## config.mk

```make
export PLATFORM = sky130hd
export DESIGN_NAME = addr_master_arbiter
export DESIGN_NICKNAME = d
export VERILOG_FILES = /design/src/rtl/addr_master_arbiter.sv
export SDC_FILE = /design/constraint.sdc
export NUM_CORES = 1
export LEC_CHECK = 0
export CAP_MARGIN = 10
export CORE_MARGIN = 1.5
export CORE_UTILIZATION = 55
export CTS_CLUSTER_DIAMETER = 50
export DETAILED_ROUTE_END_ITERATION = 10
export HOLD_SLACK_MARGIN = 0.08
export PLACE_DENSITY = 0.93
export SKIP_CTS_REPAIR_TIMING = 1
export SLEW_MARGIN = 10
export SYNTH_ARGS = -nofsm -noshare
export SYNTH_HDL_FRONTEND = slang
export SYNTH_SLANG_ARGS = --single-unit
```

## constraint.sdc

```tcl
create_clock -name clk_clk -period 6.72 [get_ports clk_clk]
set_clock_uncertainty 0.1 [all_clocks]
set_input_delay 1.344 -clock clk_clk [delete_from_list [all_inputs] [get_ports clk_clk]]
set_output_delay 1.344 -clock clk_clk [all_outputs]
set_load 0.01 [all_outputs]
```

## src/rtl/addr_master_arbiter.sv

```systemverilog
// rtl/addr_master_arbiter.sv - round-robin arbiter sharing one addr_master write port (optional debug: ADDR_ARB_DBG_EN)
module addr_master_arbiter #(
  parameter int NUM_REQ       = 4,
  parameter int SETUP_CYCLES  = 1,
  parameter int STROBE_CYCLES = 2
) (
  input  logic                 clk_clk,
  input  logic                 reset_reset_n,
  input  logic [NUM_REQ-1:0]   req_valid,
  input  logic [3*NUM_REQ-1:0] req_write_to,
  input  logic [8*NUM_REQ-1:0] req_data,
  output logic [NUM_REQ-1:0]   req_ack,
  output logic                 busy,
  output logic [7:0]           am_data_in,
  output logic [2:0]           am_write_to,
  output logic                 am_input_en,
  output logic                 am_output_en
`ifdef ADDR_ARB_DBG_EN
  ,
  output logic [2:0]           dbg_grant,
  output logic [15:0]          dbg_txn_count
`endif
);

  // A zero phase length behaves like one cycle, hence the clamp before the -1.
  localparam logic [7:0] SETUP_LOAD  = (SETUP_CYCLES  > 1) ? 8'(SETUP_CYCLES - 1)  : 8'd0;
  localparam logic [7:0] STROBE_LOAD = (STROBE_CYCLES > 1) ? 8'(STROBE_CYCLES - 1) : 8'd0;
  localparam logic [3:0] NREQ        = 4'(NUM_REQ);
  localparam logic [2:0] LAST_IDX    = 3'(NUM_REQ - 1);

  typedef enum logic [2:0] {S_IDLE, S_SETUP, S_STROBE, S_COMMIT, S_ACK} state_t;

  state_t             state_q, state_d;
  logic [7:0]         cnt_q, cnt_d;
  logic [2:0]         rr_q, rr_d;
  logic [2:0]         grant_q, grant_d;
  logic [7:0]         data_q, data_d;
  logic [2:0]         wt_q, wt_d;
  logic [NUM_REQ-1:0] ack_q, ack_d;
  logic               busy_q, busy_d;
  logic               ien_q, ien_d;
  logic               oen_q, oen_d;

  logic               found;
  logic [2:0]         sel_idx;
  logic [7:0]         sel_data;
  logic [2:0]         sel_wt;
  logic [3:0]         pos;

  // Round-robin search: first asserted requester at or above rr_q, wrapping.
  always_comb begin
    found    = 1'b0;
    sel_idx  = 3'd0;
    sel_data = 8'd0;
    sel_wt   = 3'd0;
    pos      = 4'd0;
    for (int off = 0; off < NUM_REQ; off++) begin
      pos = {1'b0, rr_q} + 4'(off);
      if (pos >= NREQ) pos = pos - NREQ;
      for (int i = 0; i < NUM_REQ; i++) begin
        if (!found && (pos == 4'(i)) && req_valid[i]) begin
          found    = 1'b1;
          sel_idx  = 3'(i);
          sel_data = req_data[8*i +: 8];
          sel_wt   = req_write_to[3*i +: 3];
        end
      end
    end
  end

  // Next-state logic for the capture -> setup -> strobe -> commit -> ack sequence.
  always_comb begin
    state_d = state_q;
    cnt_d   = cnt_q;
    rr_d    = rr_q;
    grant_d = grant_q;
    data_d  = data_q;
    wt_d    = wt_q;
    case (state_q)
      S_IDLE: begin
        if (found) begin
          state_d = S_SETUP;
          cnt_d   = SETUP_LOAD;
          grant_d = sel_idx;
          data_d  = sel_data;
          wt_d    = sel_wt;
        end
      end
      S_SETUP: begin
        if (cnt_q == 8'd0) begin
          state_d = S_STROBE;
          cnt_d   = STROBE_LOAD;
        end else begin
          cnt_d = cnt_q - 8'd1;
        end
      end
      S_STROBE: begin
        if (cnt_q == 8'd0) state_d = S_COMMIT;
        else               cnt_d   = cnt_q - 8'd1;
      end
      S_COMMIT: state_d = S_ACK;
      S_ACK: begin
        state_d = S_IDLE;
        rr_d    = (grant_q == LAST_IDX) ? 3'd0 : grant_q + 3'd1;
      end
      default: state_d = S_IDLE;
    endcase
  end

  // Outputs are decoded from the next state so the registered copies line up with state_q.
  always_comb begin
    busy_d = (state_d != S_IDLE);
    ien_d  = (state_d == S_STROBE);
    oen_d  = (state_d == S_COMMIT);
    ack_d  = '0;
    for (int i = 0; i < NUM_REQ; i++) begin
      ack_d[i] = (state_d == S_ACK) && (grant_q == 3'(i));
    end
  end

  // State, counters, captured request and registered outputs.
  always_ff @(posedge clk_clk or negedge reset_reset_n) begin
    if (!reset_reset_n) begin
      state_q <= S_IDLE;
      cnt_q   <= 8'd0;
      rr_q    <= 3'd0;
      grant_q <= 3'd0;
      data_q  <= 8'd0;
      wt_q    <= 3'd0;
      ack_q   <= '0;
      busy_q  <= 1'b0;
      ien_q   <= 1'b0;
      oen_q   <= 1'b0;
    end else begin
      state_q <= state_d;
      cnt_q   <= cnt_d;
      rr_q    <= rr_d;
      grant_q <= grant_d;
      data_q  <= data_d;
      wt_q    <= wt_d;
      ack_q   <= ack_d;
      busy_q  <= busy_d;
      ien_q   <= ien_d;
      oen_q   <= oen_d;
    end
  end

  assign req_ack      = ack_q;
  assign busy         = busy_q;
  assign am_data_in   = data_q;
  assign am_write_to  = wt_q;
  assign am_input_en  = ien_q;
  assign am_output_en = oen_q;

`ifdef ADDR_ARB_DBG_EN
  logic [2:0]  dbg_grant_q;
  logic [15:0] dbg_cnt_q;

  // Last granted index and a wrapping count of completed transactions.
  always_ff @(posedge clk_clk or negedge reset_reset_n) begin
    if (!reset_reset_n) begin
      dbg_grant_q <= 3'd0;
      dbg_cnt_q   <= 16'd0;
    end else begin
      if (state_q == S_IDLE && found) dbg_grant_q <= sel_idx;
      if (state_q == S_ACK)           dbg_cnt_q   <= dbg_cnt_q + 16'd1;
    end
  end

  assign dbg_grant     = dbg_grant_q;
  assign dbg_txn_count = dbg_cnt_q;
`endif

endmodule

```

==> metrics.md <==
| Metric | Value |
|---|---|
| DR pass1 iterations | `7` |
| Final Hold Violating Endpoints | `0` |
| Number of enable flip-flop cells after synthesis | `0` |
| Antenna diode instance count | `0` |
| Area growth from synthesis to final layout | `21.2%` |
| Sequential cell area fraction in the yosys report | `24.6%` |
| Aggregate negative setup slack | `0 ps` |
| Global-route usage over all layers | `39.1%` |
| TritonCTS Sinks | `33` |
| Final HPWL DP | `8490 µm` |
| Vias in the first global route | `3856` |
| Most frequent cells in the layout | `clkdlybuf4s50_1 (67), a21oi_1 (36), nor2_1 (34)` |
| Crit end category | `flip-flop` |
| RSZ-0062 raised after global routing | `no` |
| Final Critical Period | `4210 ps` |
| Flip-flop and latch count after synthesis | `33` |
| Startpoint-to-endpoint class of the critical path | `in2reg` |
| Fill cells | `509` |
| Area of the placeable core | `0.00592 mm²` |
| Total number of yosys warnings | `0` |
| Proportion of register bits with asynchronous set or reset after synthesis | `100%` |
| Count of distinct cell types in the synthesized netlist | `71` |
| Buffer levels on the longest clock path | `2` |
| Global-route wire length before repair | `19500 µm` |
| Detail-routed via count per cell | `7.25` |
| Ratio of total power to cell area | `348 mW/mm²` |
| Number of I/O pins | `68` |
| Die Area | `0.00657 mm²` |
| Standard-cell row count | `28` |
| Top fanout value on the critical path | `22` |
| Slew at the pin closest to its max-slew limit | `1100 ps` |
| Status | `complete, no violations` |
| Routability Congestion | `0.958` |
| Depth of the most critical reg-to-reg path | `9` |
| Crit share post-route | `62.6%` |
| Number of violations reported at the end of detailed-routing iteration 0 | `645` |
| Total via count after detailed routing | `4069` |
| Endpoints failing setup | `0` |
| Fraction of final layout cells sized beyond drive strength 1 | `6.17%` |
| Pins Over Slew Limit | `0` |
| Total wirelength of the detailed-routed design | `12500 µm` |
| Number of input and output port buffers inserted | `67` |
| Required time at the endpoint of the critical path | `6820 ps` |
| Clock latency on the worst-skew pair | `290 ps` |
| Register clock-pin slew on the reported worst setup and hold paths | `70 ps` |
| Synthesized instance count | `440` |
| Maximum number of pins on one net before global-route repair | `40` |
| Htree depth | `2` |
| Cts bufs inserted | `5` |
| Post-synth top flop | `dfrtp_1` |
| Headroom to the max-slew limit | `26.3%` |
| Remaining DRCs | `0` |
| Hold Path Depth | `1` |
| Number of nets with antenna violations after detailed routing | `0` |
| Endpoint arrival time on the critical path | `4310 ps` |
| Maximum capacitance violations | `0` |
| Effective utilization at floorplan | `56.6%` |
| Clock tree from TritonCTS | `done` |
| Overall die height | `81.1 µm` |
| Net count of the finished layout | `542` |
| Routed length per instance | `22.2 µm` |
| Post-Synthesis Mean Instance Area | `7.62 µm²` |
| Worst-case vdd ir drop | `0.234 mV` |
| Overflow left after global routing | `0` |
| Initial antenna violation count | `0` |
| Post-Synthesis Cell Area | `0.00335 mm²` |
| Most frequent standard cell in the layout excluding fill and tap cells | `clkdlybuf4s50_1` |
| Syn nets | `497` |
| Leakage power | `1.51 nW` |
| Launching element type of the critical path | `input port` |
| Final-layout worst hold slack | `421 ps` |
| Horiz. Die Dim | `81.1 µm` |
| Root buffer cell | `clkbuf_8` |
| Worst min path class | `reg2reg` |
| Maximum clock frequency | `0.238 GHz` |
[where the power goes]
part	switching, mW	internal, mW
clock	0.0789	0.0719
combinational	0.514	0.388
sequential	0.0804	0.283
[cell families (layout without fill, tap and decap cells)]
kind of cell	after synthesis	in the layout	share of synthesized area, %
DFF	33	33	24.6
buffers and inverters	50	96	7.05
and+or+nand+nor	159	159	25.7
AOI/OAI and AO/OA	185	185	38.3
adders and majority gates	7	7	2.61
muxes	5	5	1.60
other	1	1	0.112
[cells in the mapped netlist (5+ instances only)]
| master | n | share of area (%) |
|---|---|---|
| o21a_1 | 6 | 1.3 |
| and3_1 | 9 | 1.7 |
| a221oi_1 | 10 | 2.6 |
| clkbuf_1 | 14 | 1.6 |
| o31ai_1 | 5 | 1.1 |
| o21ai_0 | 29 | 4.3 |
| nor3_1 | 15 | 2.2 |
| inv_1 | 14 | 1.6 |
| nand2_1 | 28 | 3.1 |
| ha_1 | 7 | 2.6 |
| a21oi_1 | 36 | 5.4 |
| a211oi_1 | 6 | 1.3 |
| dfrtp_1 | 33 | 25 |
| and2_1 | 9 | 1.7 |
| nor2_1 | 34 | 3.8 |
| or3_1 | 6 | 1.1 |
| buf_2 | 14 | 2.1 |
| o211ai_1 | 10 | 2.2 |
| nor2b_1 | 9 | 1.7 |
| a22oi_1 | 10 | 2.2 |
| o221ai_1 | 13 | 3.4 |
| o22ai_1 | 18 | 3.4 |
| nand2b_1 | 11 | 2.1 |
| nand3_1 | 8 | 1.2 |
[cell type report]
class | count | area, µm² | area share [%]
multi-input combinational | 357 | 2290 | 56.4
sequential | 33 | 826 | 20.3
clock inverter | 2 | 10.0 | 0.246
tap | 75 | 93.8 | 2.31
clock buffer | 6 | 72.6 | 1.79
timing repair buffer | 73 | 716 | 17.6
inverter | 15 | 56.3 | 1.39
[through the flow]
step / cell area (µm²) / setup WS, ps / std cells / total power [mW] / utilization, %
4_1_cts: 4070 / 2640 / 561 / 1.38 / 68.7
3_3_place_gp: 3980 / 2430 / 553 / 1.20 / 67.3
6_report: 4070 / 2510 / 561 / 1.42 / 68.7
3_5_place_dp: 3980 / 2340 / 553 / 1.23 / 67.3
5_1_grt: 4070 / 2360 / 561 / 1.51 / 68.7
2_1_floorplan: 3350 / 3690 / 440 / 0.950 / -
[critical path: stages]
cell	delay, ps
clkdlybuf4s50_1	810
nor3b_2	580
a21oi_1	120
a21oi_1	850
nand2b_1	310
a211oi_1	80
a21oi_1	210
[state kept, by name, indices dropped and copies added, names as in the netlist]
register / cells
cnt_q: 8
grant_q: 2
am_write_to: 3
state_q: 3
busy: 1
am_output_en: 1
am_data_in: 8
rr_q: 2
am_input_en: 1
req_ack: 4
[layer usage]
layer	GRT usage (%)	vias up	wire, µm
met2	56.9	386	5300
met4	24.7	0	718
li1	-	1782	-
met1	51.0	1813	4720
met5	0	-	0
met3	10.4	88	1730
[final timing paths]
| kind | startpoint | endpoint | slack, ps |
|---|---|---|---|
| setup / recovery | req_valid[2] | am_data_in[5] | 2510 |
| hold / removal | cnt_q[5] | cnt_q[5] | 420 |
| setup reg to reg | rr_q[1] | am_data_in[5] | 3290 |
| hold reg to reg | cnt_q[5] | cnt_q[5] | 420 |
| max in group asynchronous | reset_reset_n | am_write_to[0] | 4840 |
| min in group asynchronous | reset_reset_n | cnt_q[3] | 1370 |
Power figures use the tool's default switching activity.
